===== src/rtl/button_event_pkg.sv =====
// Shared event codes, per-button FSM state encoding and slot helper
// for the button event scheduler.
package button_event_pkg;

    localparam int CNT_W = 28;

    typedef enum logic [1:0] {
        KIND_PRESS   = 2'b00,
        KIND_REPEAT  = 2'b01,
        KIND_RELEASE = 2'b10
    } event_kind_e;

    typedef enum logic [1:0] {
        ST_IDLE         = 2'b00,
        ST_HOLD_INITIAL = 2'b01,
        ST_HOLD_REPEAT  = 2'b10
    } btn_state_e;

    // A release may replace a queued repeat: the repeat is stale once the button is up.
    function automatic logic releaseOverrides(event_kind_e pending, event_kind_e incoming);
        return (incoming == KIND_RELEASE) && (pending == KIND_REPEAT);
    endfunction

endpackage


===== src/rtl/button_repeater.sv =====
// One button: press/hold/repeat FSM with its cycle counter and a
// one-entry pending event slot drained by the top-level arbiter.
module button_repeater
    import button_event_pkg::*;
#(
    parameter logic [CNT_W-1:0] INITIAL_DELAY = 28'd74250000,
    parameter logic [CNT_W-1:0] REPEAT_PERIOD = 28'd14850000
) (
    input  logic        clock,
    input  logic        reset,
    input  logic        enable_i,
    input  logic        active_i,
    input  logic        drain_i,
    output logic        full_o,
    output event_kind_e kind_o,
    output logic        drop_o
);

    btn_state_e       state_q, state_d;
    logic [CNT_W-1:0] count_q, count_d;
    logic             slotFull_q, slotFull_d;
    event_kind_e      slotKind_q, slotKind_d;
    logic             drop_q, drop_d;
    logic             raise;
    event_kind_e      raiseKind;

    always_comb begin
        state_d   = state_q;
        count_d   = count_q;
        raise     = 1'b0;
        raiseKind = KIND_PRESS;
        if (!enable_i) begin
            state_d = ST_IDLE;
            count_d = '0;
        end else begin
            case (state_q)
                ST_IDLE: begin
                    if (active_i) begin
                        raise     = 1'b1;
                        raiseKind = KIND_PRESS;
                        count_d   = '0;
                        state_d   = ST_HOLD_INITIAL;
                    end
                end
                ST_HOLD_INITIAL: begin
                    if (!active_i) begin
                        raise     = 1'b1;
                        raiseKind = KIND_RELEASE;
                        count_d   = '0;
                        state_d   = ST_IDLE;
                    end else if (count_q == INITIAL_DELAY) begin
                        raise     = 1'b1;
                        raiseKind = KIND_REPEAT;
                        count_d   = '0;
                        state_d   = ST_HOLD_REPEAT;
                    end else begin
                        count_d = count_q + CNT_W'(1);
                    end
                end
                ST_HOLD_REPEAT: begin
                    if (!active_i) begin
                        raise     = 1'b1;
                        raiseKind = KIND_RELEASE;
                        count_d   = '0;
                        state_d   = ST_IDLE;
                    end else if (count_q == REPEAT_PERIOD) begin
                        raise     = 1'b1;
                        raiseKind = KIND_REPEAT;
                        count_d   = '0;
                    end else begin
                        count_d = count_q + CNT_W'(1);
                    end
                end
                default: begin
                    state_d = ST_IDLE;
                    count_d = '0;
                end
            endcase
        end
    end

    // A slot emptied by the arbiter on this edge counts as free for a new event.
    always_comb begin
        slotFull_d = slotFull_q;
        slotKind_d = slotKind_q;
        drop_d     = 1'b0;
        if (drain_i) begin
            slotFull_d = 1'b0;
        end
        if (raise) begin
            if (!slotFull_q || drain_i) begin
                slotFull_d = 1'b1;
                slotKind_d = raiseKind;
            end else if (releaseOverrides(slotKind_q, raiseKind)) begin
                slotKind_d = raiseKind;
            end else begin
                drop_d = 1'b1;
            end
        end
    end

    always_ff @(posedge clock) begin
        if (reset) begin
            state_q    <= ST_IDLE;
            count_q    <= '0;
            slotFull_q <= 1'b0;
            slotKind_q <= KIND_PRESS;
            drop_q     <= 1'b0;
        end else begin
            state_q    <= state_d;
            count_q    <= count_d;
            slotFull_q <= slotFull_d;
            slotKind_q <= slotKind_d;
            drop_q     <= drop_d;
        end
    end

    assign full_o = slotFull_q;
    assign kind_o = slotKind_q;
    assign drop_o = drop_q;

endmodule


===== src/rtl/button_event_scheduler.sv =====
// Turns debounced button levels into PRESS/REPEAT/RELEASE events, arbitrated
// round-robin into a single registered valid/ready output stage.
module button_event_scheduler
    import button_event_pkg::*;
#(
    parameter int               N_BUTTONS     = 4,
    parameter logic             ACTIVE_LEVEL  = 1'b1,
    parameter logic [CNT_W-1:0] INITIAL_DELAY = 28'd74250000,
    parameter logic [CNT_W-1:0] REPEAT_PERIOD = 28'd14850000
) (
    input  logic                         clock,
    input  logic                         reset,
    input  logic [N_BUTTONS-1:0]         buttons,
    input  logic                         enable,
    output logic                         event_valid,
    input  logic                         event_ready,
    output logic [$clog2(N_BUTTONS)-1:0] event_id,
    output logic [1:0]                   event_kind,
    output logic                         dropped
);

    localparam int ID_W = $clog2(N_BUTTONS);

    logic [N_BUTTONS-1:0] slotFull;
    event_kind_e          slotKind [N_BUTTONS];
    logic [N_BUTTONS-1:0] drain;
    logic [N_BUTTONS-1:0] dropVec;

    logic                 outValid_q, outValid_d;
    logic [ID_W-1:0]      outId_q, outId_d;
    event_kind_e          outKind_q, outKind_d;
    logic [ID_W-1:0]      rrPtr_q, rrPtr_d;
    logic                 found;
    int                   cand;
    logic [ID_W-1:0]      candIdx;

    for (genvar g = 0; g < N_BUTTONS; g++) begin : g_btn
        button_repeater #(
            .INITIAL_DELAY (INITIAL_DELAY),
            .REPEAT_PERIOD (REPEAT_PERIOD)
        ) u_repeater (
            .clock    (clock),
            .reset    (reset),
            .enable_i (enable),
            .active_i (buttons[g] == ACTIVE_LEVEL),
            .drain_i  (drain[g]),
            .full_o   (slotFull[g]),
            .kind_o   (slotKind[g]),
            .drop_o   (dropVec[g])
        );
    end

    // Search starts one past the last grant so every button gets a turn.
    always_comb begin
        outValid_d = outValid_q;
        outId_d    = outId_q;
        outKind_d  = outKind_q;
        rrPtr_d    = rrPtr_q;
        drain      = '0;
        found      = 1'b0;
        cand       = 0;
        candIdx    = '0;
        if (!outValid_q || event_ready) begin
            outValid_d = 1'b0;
            for (int off = 1; off <= N_BUTTONS; off++) begin
                cand = int'(rrPtr_q) + off;
                if (cand >= N_BUTTONS) begin
                    cand = cand - N_BUTTONS;
                end
                candIdx = ID_W'(cand);
                if (!found && slotFull[candIdx]) begin
                    found          = 1'b1;
                    outValid_d     = 1'b1;
                    outId_d        = candIdx;
                    outKind_d      = slotKind[candIdx];
                    drain[candIdx] = 1'b1;
                    rrPtr_d        = candIdx;
                end
            end
        end
    end

    always_ff @(posedge clock) begin
        if (reset) begin
            outValid_q <= 1'b0;
            outId_q    <= '0;
            outKind_q  <= KIND_PRESS;
            rrPtr_q    <= ID_W'(N_BUTTONS - 1);
        end else begin
            outValid_q <= outValid_d;
            outId_q    <= outId_d;
            outKind_q  <= outKind_d;
            rrPtr_q    <= rrPtr_d;
        end
    end

    assign event_valid = outValid_q;
    assign event_id    = outId_q;
    assign event_kind  = outKind_q;
    assign dropped     = |dropVec;

endmodule


===== config.mk =====
export PLATFORM = sky130hd
export DESIGN_NAME = button_event_scheduler
export DESIGN_NICKNAME = d
export VERILOG_FILES = /design/src/rtl/button_event_pkg.sv /design/src/rtl/button_repeater.sv /design/src/rtl/button_event_scheduler.sv
export SDC_FILE = /design/constraint.sdc
export NUM_CORES = 1
export LEC_CHECK = 0
export ABC_AREA = 1
export BUFFER_PORTS_ARGS = -buffer_cell sky130_fd_sc_hd__buf_2
export CORE_MARGIN = 10
export CORE_UTILIZATION = 25
export CTS_CLUSTER_DIAMETER = 60
export DETAILED_ROUTE_END_ITERATION = 16
export PLACE_DENSITY = 0.43
export SETUP_SLACK_MARGIN = 0.2
export SYNTH_ARGS = -nofsm -noshare
export SYNTH_HDL_FRONTEND = slang
export SYNTH_SLANG_ARGS = --single-unit

===== constraint.sdc =====
create_clock -name clock -period 5.2 [get_ports clock]
set_input_delay 0.78 -clock clock [delete_from_list [all_inputs] [get_ports clock]]
set_output_delay 0.78 -clock clock [all_outputs]
set_load 0.02 [all_outputs]

==> results of run 1 <==
## placed cells by master (no fill, tap or decap), drive strengths merged
| cell type | synthesis | routed |
|---|---|---|
| a21o | 1 | 1 |
| clkinvlp | 0 | 3 |
| inv | 177 | 182 |
| nand3 | 113 | 113 |
| nand2 | 410 | 410 |
| o32ai | 1 | 1 |
| xor2 | 50 | 50 |
| nor4 | 8 | 8 |
| clkbuf | 18 | 18 |
| and2 | 1 | 1 |
| a21oi | 91 | 91 |
| ha | 32 | 32 |
| a31oi | 3 | 3 |
| or2 | 5 | 5 |
| nor3 | 64 | 64 |
| o21ai | 45 | 45 |
| nor2 | 223 | 223 |
| nor3b | 6 | 6 |
| nand3b | 12 | 12 |
| bufinv | 0 | 1 |
| or4 | 1 | 1 |
| o211ai | 10 | 10 |
| dfxtp | 143 | 143 |
| o21a | 3 | 3 |
| clkinv | 3 | 7 |
| o31ai | 1 | 1 |
| buf | 18 | 15 |
| o22ai | 7 | 7 |
| nand4 | 51 | 51 |
| xnor2 | 9 | 9 |
## state kept, by name, summed over array words and instances (netlist names)
register and cells:
g_btn.u_repeater.count_q 112, g_btn.u_repeater.state_q 8, rrPtr_q 2, event_id 2
g_btn.u_repeater.kind_o 8, g_btn.u_repeater.full_o 4, event_kind 2, g_btn.u_repeater.drop_o 4
event_valid 1
## logic make-up (layout without fill, tap and decap cells)
| kind of cell | after synthesis | count (layout) |
|---|---|---|
| AOI/OAI and AO/OA | 162 | 162 |
| xor gates and xnor gates | 59 | 59 |
| adders and majority gates | 32 | 32 |
| buffers and inverters | 216 | 226 |
| DFF | 143 | 143 |
| and+or+nand+nor | 894 | 894 |
## stage by stage
step | total power [mW] | instances | cell area, um^2
final | 3.16 | 2027 | 10700
after global routing | 3.36 | 2027 | 10700
after CTS | 3.21 | 2027 | 10700
after detailed placement | 1.97 | 1996 | 10100
after global placement | 1.98 | 1996 | 10100
after floorplan | 1.80 | 1506 | 9540
## power breakdown
group / leakage, nW / total (mW) / internal [mW] / switching (mW)
sequential: 1.16 / 1.19 / 1.13 / 0.0595
clock: 0.273 / 1.22 / 0.681 / 0.538
combinational: 2.37 / 0.749 / 0.232 / 0.517
## cell usage after synthesis (4+ instances only)
library cell	count
nor3b_1	5
o21ai_0	40
xor2_1	50
a21oi_1	91
o211ai_1	10
buf_2	12
nand3_1	103
ha_1	32
nor3_1	55
nand2_2	13
o22ai_1	7
nor2_1	209
dfxtp_1	143
inv_1	158
o21ai_1	4
clkbuf_1	18
nor3_2	8
nand2_4	4
nor2_2	11
inv_2	19
nand2_1	393
nand3b_1	12
xnor2_1	9
nor4_1	8
nand3_2	9
nand4_1	51
## routing by layer
| layer | wire length (um) | GRT usage | up-vias |
|---|---|---|---|
| li1 | - | - | 4880 |
| met5 | 7 | 0 | - |
| met4 | 323 | 0.0296 | 2 |
| met1 | 13400 | 0.152 | 4177 |
| met2 | 11500 | 0.178 | 122 |
| met3 | 758 | 0.0201 | 17 |
## path summary, 6_finish.rpt
path              slack (ns)  depth (start not counted)                        to
setup / recovery        2.13                         11   rrPtr_q[0]$_SDFFE_PP1P_
hold / removal          0.47                          2  event_id[1]$_SDFFE_PP0P_
setup reg to reg        2.13                         11   rrPtr_q[0]$_SDFFE_PP1P_
hold reg to reg         0.47                          2  event_id[1]$_SDFFE_PP0P_
## worst register-to-register path: cells and delay by family (launching register included)
family	cells	cell delay, ns
AND/OR/NAND/NOR	6	0.89
buffers and inverters	2	0.42
flip-flops	1	0.91
adder cells (fa/ha/maj)	1	0.48
XOR/XNOR	1	0.15
AO/OA/AOI/OAI	1	0.08
## final cells by class
class | count | area [um^2]
fillers | 4247 | 27000
multi-input cells | 1147 | 5830
flip-flops and latches | 143 | 2860
inverters | 180 | 676
well taps | 511 | 639
clock buffers | 18 | 439
clock inverters | 13 | 133
repair buffers | 15 | 80.1
==> out/metrics.cfg, run 1 <==
[run_status]
run_status = finished, final reports clean

[routing]
post-route-drc-count = 0
postRouteAntennaNets = 0
vias = 9198
drt_iter0_markers = 548
wire_per_inst_um = 12.8
first_pass_iters = 5
drt-total-wl_mm = 26.0
vias_per_cell = 4.54

[critical_path]
cp-startpoint = rrPtr_q[0]$_SDFFE_PP1P_
end_kind = register
cp.arrival_ns = 3.35
crit_buf_inv = 2
cpMaxStageDelayCell = dfxtp_1
worstPathMaxFanout = 28
crit_family = flip-flops
worstSetupPathType = register to register
timing.rr.start = rrPtr_q[0]$_SDFFE_PP1P_
slowest_delay_ns = 0.91
path_cells = inv_2, ha_1, inv_2, nand3_1, nand2_4, nand2_4, nor3b_4, nor2_1, xor2_1, nand2_1, o211ai_1
required_ns = 5.48
cp-start-kind = register

[sta]
setup-tns-final_ns = 0
worstMarginPinSlew_ns = 0.955
rsz0062_at_grt = false
maxSlewViolCount = 0
finClkSkew_ns = 0.0167
fin_hold_ws_ns = 0.465
slew_headroom = 0.362
fmaxAchievable_ghz = 0.326
period_share = 0.590
period_needed_ns = 3.07
setup_slack_ns = 2.13
hold_viol = 0
setup_viol = 0

[yosys]
syn_avg_cell_area_um2 = 6.34
synth.area.mux_share = 0
ys_warn_count = 0
synthFlopType = dfxtp_1
synth_compound_area_frac = 0.0910
synth-xor-area-share = 0.0541
synthArstFlopShare = 0
syn_nets = 1546
synth.distinct_cells = 45
synth-adder-area-share = 0.0420
yosysTopAreaCell = dfxtp_1
netlist.area_leader.share = 0.300
synth_seq_cells = 143
syn_inst = 1506
synth_area_leaders = dfxtp_1 30%, nand2_1 15%, nor2_1 8.2%
synthSimpleGateAreaFrac = 0.424
syn_area_mm2 = 0.00954
synth-edff-count = 0
synth_top_family_by_area = simple AND/OR/NAND/NOR gates
seq_area_frac_synth = 0.300

[global_routing]
grt_max_degree = 41
antenna_found_initial = 1
overflow = 0
grt.total_usage = 0.112
grt_pass1_wl_mm = 43.9
grt_pass1_vias = 8727

[cells_and_area]
utilization = 0.283
finalNetCount = 1544
drive_above_1_share = 0.0792
antenna_cells = 0
area_delta_synth_final_pct = 11.7

[clocking]
cts-hold-fix-buffers = 0
clock_path_buffers = 2
cts_setup_buffers = 0
clkSinkCount = 143
clkSlewWorstSetupHoldPaths_ns = 0.06
cts_tree = yes
cts_max_level = 4
root_buffer = clkbuf_16
cts_resized = 0
clock_latency_ns = 0.43
cts_buffers = 17

[worst_hold_path]
hold_path.class = register to register
hp-start = event_id[1]$_SDFFE_PP0P_

[place]
gp_congestion = 0.860
post-dp-hpwl_mm = 19.3
io_buffer_count = 13
pre_cts_ws_ns = 2.14

[power]
irDropWorstVdd_v = 0.000203
p_leak_nw = 3.80
powerDensity_mw_per_mm2 = 296

[die]
ioPinCount = 14
die_area_mm2 = 0.0464
die_h_um = 215
die_x_um = 215
std_cell_rows = 71
core_area_mm2 = 0.0377
start_util = 0.253

[run]
drv_cap = 0

Note: power is estimated with default switching activity, not from simulation.
==> run 2: changes to the inputs <==
Clock period 5.2 ns to 3.2 ns, I/O delays scaled along.
==> run 2 against run 1 <==
Against the previous run: global-route usage increased by 0.095 points; die area is the same; highest routed layer unchanged; design area increased by 0.40%; core utilization increased by 0.11 points; non-clock buffer count rose by 7; cell count rose by 0.39%; combinational power up 76%; sequential power is 60% higher; clock power increased by 57%; clock skew shrank 0.0067 ns.
==> out/metrics.cfg, run 2 (synthesis gave the netlist of run 1 again) <==
[place]
post-dp-hpwl_mm = 19.4  ; was 19.3 mm
io_buffer_count = 13  ; unchanged
gp_congestion = 0.870  ; was 0.860
placed_area_mm2 = 0.0102  ; was 0.0101 mm^2

[sta]
period_share = 0.815  ; was 0.590
fin_hold_ws_ns = 0.374  ; was 0.465 ns
worstMarginPinSlew_ns = 0.549  ; was 0.955 ns
setup_viol = 0  ; unchanged
rsz0062_at_grt = false  ; unchanged
maxSlewViolCount = 0  ; unchanged
hold_viol = 0  ; unchanged
period_needed_ns = 2.61  ; was 3.07 ns
fmaxAchievable_ghz = 0.383  ; was 0.326 GHz
slew_headroom = 0.633  ; was 0.362
setup-tns-final_ns = 0  ; unchanged
finClkSkew_ns = 0.0101  ; was 0.0167 ns

[power]
irDropWorstVdd_v = 0.000299  ; was 0.000203 V
seq_power_share = 0.371  ; was 0.377
powerDensity_mw_per_mm2 = 479  ; was 296 mW/mm^2
power.net_switching_mw = 1.83  ; was 1.11 mW
switching_share = 0.357  ; was 0.353
power_frac_comb = 0.257  ; was 0.237
power.internal_mw = 3.30  ; was 2.05 mW
p_leak_nw = 3.83  ; was 3.80 nW
clock_power_share = 0.372  ; was 0.385

[worst_hold_path]
holdPathStages = 3  ; was 2
hold_path_end = g_btn[0].u_repeater.state_q[0]$_SDFFE_PP0P_  ; was event_id[1]$_SDFFE_PP0P_
hold_path.class = input pin to register  ; was register to register
hp-start = buttons[0]  ; was event_id[1]$_SDFFE_PP0P_

[global_routing]
grt_pass1_vias = 8539  ; was 8727
grt.total_usage = 0.113  ; was 0.112
antenna_found_initial = 1  ; unchanged
overflow = 0  ; unchanged
grt_pass1_wl_mm = 43.6  ; was 43.9 mm
grt_max_degree = 43  ; was 41

[routing]
vias_per_cell = 4.52  ; was 4.54
post-route-drc-count = 0  ; unchanged
first_pass_iters = 5  ; unchanged
drt_iter0_markers = 528  ; was 548
drt-total-wl_mm = 26.0  ; about the same
postRouteAntennaNets = 0  ; unchanged
wire_per_inst_um = 12.8  ; about the same
vias = 9199  ; was 9198

[die]
std_cell_rows = 71  ; unchanged
die_area_mm2 = 0.0464  ; unchanged
core_area_mm2 = 0.0377  ; unchanged
start_util = 0.253  ; unchanged
die_h_um = 215  ; unchanged
ioPinCount = 14  ; unchanged
die_x_um = 215  ; unchanged

[cells_and_area]
finalNetCount = 1551  ; was 1544
antenna_cells = 0  ; unchanged
final_common_cell = nand2_1  ; unchanged
largest_reg_flops = 112  ; unchanged
layout_common_cells = 393 x nand2_1, 209 x nor2_1, 158 x inv_1  ; unchanged
largest-register = g_btn.u_repeater.count_q  ; unchanged
drive_above_1_share = 0.0840  ; was 0.0792
final_area_mm2 = 0.0107  ; about the same
utilization = 0.284  ; was 0.283
area_delta_synth_final_pct = 12.1  ; was 11.7%

[clocking]
clkSlewWorstSetupHoldPaths_ns = 0.07  ; was 0.06 ns
cts_resized = 0  ; unchanged
cts_tree = yes  ; unchanged
root_buffer = clkbuf_16  ; unchanged
clock_latency_ns = 0.44  ; was 0.43 ns
clkSinkCount = 143  ; unchanged
clock_path_buffers = 2  ; unchanged
cts_setup_buffers = 0  ; unchanged
cts_buffers = 17  ; unchanged
cts_max_level = 4  ; unchanged
cts-hold-fix-buffers = 0  ; unchanged

[run_status]
run_status = finished, final reports clean  ; unchanged

[critical_path]
path_cells = inv_2, ha_1, inv_2, nand3_1, nand2_4, nand2_4, nor3b_4, nor2_1, xor2_1, nand2_1, o211ai_1  ; unchanged
r2r-end = rrPtr_q[0]$_SDFFE_PP1P_  ; unchanged
slowest_delay_ns = 0.56  ; was 0.91 ns
r2r_cells = 11  ; unchanged
cp.arrival_ns = 2.90  ; was 3.35 ns
timing.rr.start = rrPtr_q[1]$_SDFFE_PP1P_  ; was rrPtr_q[0]$_SDFFE_PP1P_
end_kind = register  ; unchanged
required_ns = 3.49  ; was 5.48 ns
worstSetupPathType = register to register  ; unchanged
reg2reg_slack_ns = 0.59  ; was 2.13 ns
cp-start-kind = register  ; unchanged
cpMaxStageDelayCell = dfxtp_1  ; unchanged
worstPathMaxFanout = 13  ; was 28

[run]
drv_cap = 0  ; unchanged

run 2: cell type report:
type / instances / area, um^2
clock inverter: 15 / 124
tap: 511 / 639
clock buffer: 17 / 425
fill: 4212 / 27000
timing repair buffer: 22 / 145
multi-input combinational: 1147 / 5830
inverter: 180 / 676
sequential: 143 / 2860
run 2: worst max-delay path by stage:
stage	from	end	slack [ns]
after floorplan	rrPtr_q[1]$_SDFFE_PP1P_	rrPtr_q[0]$_SDFFE_PP1P_	0.97
after global placement	rrPtr_q[1]$_SDFFE_PP1P_	rrPtr_q[0]$_SDFFE_PP1P_	0.69
after detailed placement	rrPtr_q[1]$_SDFFE_PP1P_	rrPtr_q[0]$_SDFFE_PP1P_	0.63
after CTS	rrPtr_q[1]$_SDFFE_PP1P_	rrPtr_q[0]$_SDFFE_PP1P_	0.62
after global routing	rrPtr_q[1]$_SDFFE_PP1P_	rrPtr_q[0]$_SDFFE_PP1P_	0.43
final	rrPtr_q[1]$_SDFFE_PP1P_	rrPtr_q[0]$_SDFFE_PP1P_	0.59
run 2: worst max-delay path: cells and delay by family (launching register included):
kind                       cells  cell delay [ns]
xor gates and xnor gates       1             0.15
buffers and inverters          2             0.36
AOI/OAI and AO/OA              1             0.08
and+or+nand+nor                6             0.86
DFF                            1             0.56
adders and majority gates      1             0.44
run 2: metal layers:
layer,global-route usage,part of all wire,vias up
met5,0,0.00042,-
met4,0.0383,0.015,2
met3,0.0187,0.033,24
met2,0.172,0.43,132
met1,0.158,0.52,4157
li1,-,-,4884
run 2: metrics by stage:
step                instances  setup WS (ns)  total power [mW]
finish                   2035          0.591              5.13
global route             2035          0.430              5.44
CTS                      2035          0.624              5.21
detailed placement       2003          0.627              3.25
global placement         2003          0.687              3.27
floorplan                1506          0.970              2.92
run 2: power by group through the flow:
stage | logic [mW] | clock network (mW) | registers (mW)
6_report | 1.32 | 1.91 | 1.90
2_1_floorplan | 0.971 | 0 | 1.95
3_3_place_gp | 1.33 | 0 | 1.95
5_1_grt | 1.47 | 2.06 | 1.91
4_1_cts | 1.31 | 1.99 | 1.91
3_5_place_dp | 1.31 | 0 | 1.95
